## src/rtl/inst_fetch.sv

```systemverilog
// Fetch stage: owns the PC, addresses instruction memory, registers the returned word into IF/ID.
// Latency: 1 cycle from im_addr to id_inst. Backpressure: stall holds PC and IF/ID; redirect/flush/halt insert bubbles.

`ifndef IM_ADDR_BIT
`define IM_ADDR_BIT 10
`endif

module inst_fetch #(
    parameter logic [31:0] RESET_PC = 32'h0000_0000
) (
    input  logic                    clk,
    input  logic                    rst,
    input  logic                    stall,
    input  logic                    flush,
    input  logic                    redirect_en,
    input  logic [31:0]             redirect_pc,
    input  logic                    halt_req,
    output logic [`IM_ADDR_BIT-1:0] im_addr,
    input  logic [31:0]             im_inst,
    output logic [31:0]             pc,
    output logic [31:0]             id_inst,
    output logic [31:0]             id_pc4,
    output logic                    id_valid,
    output logic                    halted,
    output logic [31:0]             fetch_count
);

    logic [31:0] pc_q, pc_d;
    logic [31:0] inst_q, inst_d;
    logic [31:0] pc4_q, pc4_d;
    logic [31:0] cnt_q, cnt_d;
    logic        valid_q, valid_d;
    logic        halted_q, halted_d;
    logic [31:0] pc_plus4;
    logic        stop;

    assign pc_plus4 = pc_q + 32'd4;
    assign stop     = halted_q | halt_req;

    always_comb begin
        pc_d     = pc_q;
        inst_d   = inst_q;
        pc4_d    = pc4_q;
        valid_d  = valid_q;
        cnt_d    = cnt_q;
        halted_d = stop;

        // Redirect outranks stall so the wrong-path word is never held in IF.
        if (stop) begin
            pc_d = pc_q;
        end else if (redirect_en) begin
            pc_d = {redirect_pc[31:2], 2'b00};
        end else if (!stall) begin
            pc_d = pc_plus4;
        end

        if (stop || redirect_en || flush) begin
            valid_d = 1'b0;
            inst_d  = 32'h0000_0000;
        end else if (!stall) begin
            inst_d  = im_inst;
            pc4_d   = pc_plus4;
            valid_d = 1'b1;
            cnt_d   = cnt_q + 32'd1;
        end
    end

    always_ff @(posedge clk or posedge rst) begin
        if (rst) begin
            pc_q     <= RESET_PC;
            inst_q   <= 32'h0000_0000;
            pc4_q    <= 32'h0000_0000;
            valid_q  <= 1'b0;
            halted_q <= 1'b0;
            cnt_q    <= 32'h0000_0000;
        end else begin
            pc_q     <= pc_d;
            inst_q   <= inst_d;
            pc4_q    <= pc4_d;
            valid_q  <= valid_d;
            halted_q <= halted_d;
            cnt_q    <= cnt_d;
        end
    end

    assign im_addr     = pc_q[`IM_ADDR_BIT+1:2];
    assign pc          = pc_q;
    assign id_inst     = inst_q;
    assign id_pc4      = pc4_q;
    assign id_valid    = valid_q;
    assign halted      = halted_q;
    assign fetch_count = cnt_q;

endmodule

```

## config.mk

```make
export PLATFORM = sky130hd
export DESIGN_NAME = inst_fetch
export DESIGN_NICKNAME = d
export VERILOG_FILES = /design/src/rtl/inst_fetch.sv
export SDC_FILE = /design/constraint.sdc
export NUM_CORES = 1
export LEC_CHECK = 0
export CAP_MARGIN = 20
export CELL_PAD_IN_SITES_DETAIL_PLACEMENT = 1
export CELL_PAD_IN_SITES_GLOBAL_PLACEMENT = 2
export CORE_MARGIN = 10
export CORE_UTILIZATION = 29
export CTS_CLUSTER_SIZE = 30
export DETAILED_ROUTE_END_ITERATION = 10
export GPL_ROUTABILITY_DRIVEN = 0
export GPL_TIMING_DRIVEN = 0
export PLACE_DENSITY = 0.94
export SLEW_MARGIN = 20
export SYNTH_ARGS = -nofsm -noshare
export SYNTH_HDL_FRONTEND = slang
export SYNTH_SLANG_ARGS = --single-unit
```

## constraint.sdc

```tcl
create_clock -name clk -period 11.3 [get_ports clk]
set_clock_uncertainty 0.15 [all_clocks]
set_input_delay 1.13 -clock clk [delete_from_list [all_inputs] [get_ports clk]]
set_output_delay 1.13 -clock clk [all_outputs]
set_load 0.02 [all_outputs]
```

==> summary.md, run 1 <==
| Metric | Value |
|---|---|
| Status | complete, no violations |
| Worst-path fanout max | 10 |
| Routed vias/inst | 4.93 |
| Hold_buf cts | 0 |
| Post-synth EDFFs | 0 |
| Post-synth top cells | dfrtp_1, nor2_1, a21oi_1 |
| Mapped cell area | 5930 um2 |
| Post-synth cell types | 49 |
| Most common cell in the netlist | dfrtp_1 |
| Core region area | approximately 20000 um2 |
| Setup TNS | 0 ns |
| Post-synth ARST share | 1.00 |
| Area Growth Syn to Fin | 51.3% |
| Initial core utilization | 0.294 |
| Total CTS buffers | 17 |
| Power density over the cells | 136 nW/um2 |
| Ys flop type | dfrtp_1 |
| Hold_ws | around 0.34 ns |
| Min-Delay Path Class | register to register |
| Crit path max-delay family | buffers and inverters |
| Slew Viols, Final | 0 |
| 1st-iter DRT viols | ~250 |
| Wire per inst | around 21 um |
| Slowest cell delay on critical path | 0.57 ns |
| Startpoint Class | primary input |
| GR Overflow Total | 0 |
| Vias in the first global route | 5900 |
| Final worst-path cycle share | 0.352 |
| Clock Tree Root | clkbuf_16 |
| Synth Instances | 577 |
| 1st-pass router iterations | 4 |
| Cell Rows | 52 |
| DRT Wirelength | 22700 um |
| Leak | 3.75 nW |
| TritonCTS clock tree | done |
| HPWL after DPL | 16900 um |
| Worst-margin pin slew | 0.959 ns |
| Finished Core Util | 0.445 |
| Mean Syn Cell Area | 10.3 um2 |
| Die area | between 20000 and 30000 um2 |
| Post-CTS setup buffers | 0 |
| Min Tclk post-route | 3.98 ns |
| Vias | 5362 |
| Area after DPL | 8370 um2 |
| Cell taking the most area after synthesis | dfrtp_1 |
| Synth Register Bits | 126 |
| Post-route cell area | around 9000 um2 |
| Maximum clock insertion buffer count | 2 |
| Slowest CP cell | nor2_1 |
| Complex-gate fraction of the synthesized area | 0.167 |
| Die Wd | 163 um |
| WP buf/inv | 4 |
| CTS clk-pin slew, worst paths | 0.06 ns |
| Pin count of the biggest net entering global routing | slightly above 70 |
| Final nets | 877 |
| Clock sinks | 126 |
| H-tree levels | 4 |
| XOR/XNOR share of the synthesized area | 0.0885 |
| Antenna violations before repair | 0 |
| Adder-Cell Fraction of Synth Area | 0.00422 |
| Die H | 163 um |
| DRC violations left | 0 |
| Sequential fraction of the synthesis area | 0.532 |
| First-pass GRT wire length | 35500 um |
| VDD IR max | between 0.08 and 0.09 mV |
| Top cell type's share of synthesized area | 0.532 |
| Worst skew pair latency | 0.42 ns |
| Total GRT Usage | 0.170 |
| # IOs | 210 |
| Hold Fails Final Rpt | 0 |
| Post-Synth Simple-Gate Area | 0.156 |
| CP Cell Sequence | clkdlybuf4s50_1, or4_1, buf_2, nor2_1, clkbuf_1, clkbuf_1, nor2_1, a21oi_1 |
| Yosys Warn Count | 0 |
| CP Class | primary input to register |
| Max-Cap Viols | 0 |
| Antenna diode count | 0 |
| Port bufs | 203 |
| Crit end category | register |
| Main combinational cell family by area after synthesis | compound AO/OA/AOI/OAI gates |
| Final setup fails | 0 |
| Fmax achieved | around 250 MHz |
| Post-route ant nets | 0 |
| Mux cell area share after synthesis | 0.00549 |
| Slew margin rel. | 0.356 |
| Fraction of layout cells with a size suffix above 1 | 0.0807 |
| Synth top area cells | dfrtp_1, xnor2_1, a22o_1 |
| Critical Path RT | approximately 11 ns |
| RSZ-0062 raised after global routing | no |
| Worst EP arrival | 4.16 ns |
| Post-cts sizing count | 0 |
per-stage QoR:
step / setup WS, ns / instances / power, mW
6_report: 7.32 / 1088 / 1.22
3_5_place_dp: 6.86 / 1056 / 0.663
5_1_grt: 7.06 / 1088 / 1.28
2_1_floorplan: 6.66 / 580 / 0.570
4_1_cts: 7.28 / 1088 / 1.24
3_3_place_gp: 4.46 / 1053 / 0.659
worst paths after layout:
| check | from | endpoint | slack (ns) | cells after the start |
|---|---|---|---|---|
| setup / recovery | redirect_en | id_pc4[4]$_DFFE_PP0P_ | 7.32 | 8 |
| hold / removal | fetch_count[18]$_DFFE_PP0P_ | fetch_count[18]$_DFFE_PP0P_ | 0.34 | 1 |
| setup reg to reg | halted$_DFF_PP0_ | id_pc4[4]$_DFFE_PP0P_ | 8.16 | 7 |
| hold reg to reg | fetch_count[18]$_DFFE_PP0P_ | fetch_count[18]$_DFFE_PP0P_ | 0.34 | 1 |
| max in group asynchronous | rst | pc[18]$_DFFE_PP0N_ | 9.33 | 3 |
| min in group asynchronous | rst | fetch_count[17]$_DFFE_PP0P_ | 0.97 | 2 |
where the power goes:
group / internal (mW) / switching [mW]
combinational: 0.0820 / 0.0799
sequential: 0.468 / 0.0232
clock: 0.332 / 0.238
total: 0.882 / 0.341
layer usage:
| layer | routed length (um) | track usage |
|---|---|---|
| met1 | 10100 | 0.216 |
| met2 | 10700 | 0.275 |
| met3 | 1630 | 0.0513 |
| met4 | 307 | 0.0463 |
| met5 | 0 | 0 |
cells by family (layout without fill, tap and decap cells):
group | Yosys count | in the layout
XOR/XNOR | 59 | 59
multiplexers | 3 | 3
buffers and inverters | 56 | 294
other | 1 | 4
adder cells (fa/ha/maj) | 2 | 2
AO/OA/AOI/OAI | 146 | 146
flip-flops | 126 | 126
AND/OR/NAND/NOR | 184 | 184
sequential cells by signal (all words and copies together) (netlist names):
name,count
pc,30
id_inst,32
halted,1
id_valid,1
fetch_count,32
id_pc4,30
placed cells by master (no fill, tap or decap), types with 4 or more instances in the layout:
master / synthesis / final
dfrtp_1: 126 / 126
o21a_1: 9 / 9
inv_6: 0 / 5
conb_1: 1 / 4
and4_1: 9 / 9
and3_1: 15 / 15
a22oi_1: 5 / 5
nand4_1: 15 / 15
clkdlybuf4s50_1: 0 / 203
nor3_1: 8 / 8
a22o_1: 32 / 32
nand3_1: 20 / 20
o21ai_0: 18 / 18
inv_1: 7 / 6
buf_4: 14 / 15
a21oi_1: 43 / 43
clkbuf_1: 32 / 32
a31oi_1: 10 / 10
xor2_1: 23 / 23
nand2_1: 33 / 33
nor2_1: 61 / 61
xnor2_1: 35 / 35
clkbuf_16: 0 / 17
o22a_1: 8 / 8
nor4_1: 6 / 4
a2bb2oi_1: 6 / 6
o22ai_1: 5 / 5
layout make-up:
| class | count | area [um2] |
|---|---|---|
| buffer | 49 | 245 |
| clock buffer | 17 | 425 |
| clock inverter | 15 | 175 |
| fill | 2240 | 11200 |
| inverter | 7 | 33.8 |
| multi-input combinational | 398 | 2530 |
| sequential | 126 | 3150 |
| tap | 270 | 338 |
| timing repair buffer | 206 | 2070 |
No activity file was read; power rests on OpenSTA's default activity.
==> run 2, diff against run 1 <==
CORE_UTILIZATION = 24   (was 29)
PLACE_DENSITY = 0.84   (was 0.94)
clock period = 3.5 ns   (was 11.3 ns; I/O delays follow)
==> run 2 against run 1 <==
Register-to-register slack worse by 7.8 ns. Hold slack got worse by 0.18 ns. Sequential power increased to 3.2 times the previous value. First-iteration DRC count is 14% lower. Critical endpoint is now id_pc4[19]$_DFFE_PP0P_.
==> summary.md, run 2 (synthesized netlist as in run 1, its figures left out) <==
| Metric | Value |
|---|---|
| Status | complete, no violations |
| Worst-margin pin slew | 0.918 ns (-0.0412 ns) |
| DRC violations left | 0 (unchanged) |
| Clock sinks | 126 (unchanged) |
| Slowest cell delay on critical path | 0.60 ns (+0.03 ns) |
| Fraction of layout cells with a size suffix above 1 | 0.0840 (+0.00336) |
| Antenna diode count | 0 (unchanged) |
| Fmax achieved | 311 MHz |
| Slew margin rel. | 0.384 (+0.0277) |
| GR Overflow Total | 0 (unchanged) |
| Routed vias/inst | 4.68 (-5.0%) |
| CP Class | primary input to register |
| Leak | 3.80 nW (+1.4%) |
| Total GRT Usage | 0.146 (-0.0242) |
| Hold_buf cts | 0 (unchanged) |
| Overall power | 4.13 mW (+240%) |
| VDD IR max | 0.285 mV (+230%) |
| Cell Rows | 57 (+9.6%) |
| Worst-path fanout max | 10 (unchanged) |
| Port bufs | 203 (unchanged) |
| Vias in the first global route | 5793 (-1.8%) |
| Pin count of the biggest net entering global routing | 33 (-54%) |
| Clock Tree Root | clkbuf_16 |
| Commonest non-fill, non-tap cell in the layout | clkdlybuf4s50_1 |
| # IOs | 210 (unchanged) |
| Worst EP arrival | 3.33 ns (-0.83 ns) |
| 1st-iter DRT viols | 210 (-14%) |
| Post-CTS setup buffers | 0 (unchanged) |
| Fillers | 2693 (+20%) |
| RSZ-0062 raised after global routing | no |
| Die area | 31400 um2 (+18%) |
| Maximum clock insertion buffer count | 2 (unchanged) |
| Initial core utilization | 0.244 (-0.0501) |
| Final worst-path cycle share | 0.918 |
| Max-Cap Viols | 0 (unchanged) |
| Area Growth Syn to Fin | 54.3% |
| Post-cts sizing count | 0 (unchanged) |
| DRT Wirelength | 23100 um (+2.1%) |
| Antenna violations before repair | 0 (unchanged) |
| TritonCTS clock tree | done |
| HPWL after DPL | 17500 um (+3.2%) |
| Core region area | 24300 um2 (+21%) |
| Crit end category | register |
| Total CTS buffers | 17 (unchanged) |
| First-pass GRT wire length | 35900 um (+0.99%) |
| 1st-pass router iterations | 4 (unchanged) |
| Slew Viols, Final | 0 (unchanged) |
| Startpoint Class | primary input |
| H-tree levels | 4 (unchanged) |
| Die H | 177 um (+8.7%) |
| Final nets | 880 (+0.34%) |
| CP Cell Sequence | clkdlybuf4s50_1, or4_1, buf_2, nor2_1, clkbuf_1, buf_1, a21oi_1 |
| Min Tclk post-route | 3.21 ns |
| Wire per inst | 20.2 um (-3.0%) |
| Die Wd | 177 um (+8.7%) |
| Slowest CP cell | buf_1 |
| Worst reg-to-reg path cell count | 6 (-1) |
| Storage element area | 3150 um2 (unchanged) |
| Min-Delay Path Class | primary input to asynchronous set/reset pin |
| Post-route ant nets | 0 (unchanged) |
| Critical Path RT | 3.61 ns (-7.87 ns) |
| Setup TNS | 0 ns (unchanged) |
| Multi-input gate area | 2530 um2 (unchanged) |
| CTS clk-pin slew, worst paths | 0.06 ns (about the same) |
| Hold Fails Final Rpt | 0 (unchanged) |
| Commonest cells after routing, fill and taps aside | clkdlybuf4s50_1, dfrtp_1, nor2_1 |
| Vias | 5358 (-0.075%) |
| Final setup fails | 0 (unchanged) |
| Power density over the cells | 451 nW/um2 (+230%) |
| Worst skew pair latency | 0.42 ns (about the same) |
[run 2: changes by cell type in the layout (fill, tap and decap cells not counted), sizes merged]
cell / previous run / this run
bufinv: 2 / 5
buf: 20 / 23
clkinv: 3 / 4
inv: 14 / 8
clkbuf: 49 / 51
[run 2: where the power goes]
| part | switching (mW) | internal [mW] | leakage [nW] |
|---|---|---|---|
| logic | 0.261 | 0.270 | 1.80 |
| clock network | 0.702 | 1.31 | 0.320 |
| registers | 0.0785 | 1.51 | 1.68 |
[run 2: path summary, 6_finish.rpt]
kind | startpoint | to | slack, ns
worst max-delay path | redirect_en | id_pc4[19]$_DFFE_PP0P_ | 0.29
worst min-delay path | rst | pc[7]$_DFFE_PP0N_ | 0.16
worst max register to register | halted$_DFF_PP0_ | id_pc4[19]$_DFFE_PP0P_ | 0.38
worst min register to register | fetch_count[31]$_DFFE_PP0P_ | fetch_count[31]$_DFFE_PP0P_ | 0.32
max in group asynchronous | rst | id_inst[2]$_DFFE_PP0P_ | 2.29
min in group clk | fetch_count[31]$_DFFE_PP0P_ | fetch_count[31]$_DFFE_PP0P_ | 0.32
[run 2: routing by layer]
layer / track usage / share of wire / up-vias
li1: - / - / 2518
met1: 0.188 / 0.46 / 2667
met2: 0.228 / 0.46 / 157
met3: 0.0495 / 0.079 / 16
met4: 0.0378 / 0.0084 / 0
met5: 0 / 0 / -
[run 2: per-stage QoR]
| step | setup slack, ns | cell area, um2 | instances | hold WS [ns] | utilization |
|---|---|---|---|---|---|
| 6_report | 0.286 | 9150 | 1145 | 0.159 | 0.376 |
| 5_1_grt | 0.0428 | 9150 | 1145 | 0.174 | 0.376 |
| 4_1_cts | 0.253 | 9150 | 1145 | 0.162 | 0.376 |
| 3_5_place_dp | -0.152 | 8480 | 1113 | 0.314 | 0.349 |
| 3_3_place_gp | -0.156 | 8380 | 1107 | 0.311 | 0.345 |
| 2_1_floorplan | 0.700 | 5940 | 580 | 0.333 | - |
[run 2: critical path: cells and delay by family]
family	cells	cell delay [ns]
compound gates	1	0.16
buf+inv	4	1.78
simple gates	2	1.03
[run 2: cell type report]
| class | count | share of cell area |
|---|---|---|
| inverter | 7 | 0.00328 |
| sequential | 126 | 0.345 |
| clock inverter | 13 | 0.0230 |
| clock buffer | 19 | 0.0495 |
| timing repair buffer | 209 | 0.232 |
| buffer | 49 | 0.0268 |
| multi-input combinational | 398 | 0.276 |
| tap | 324 | 0.0443 |
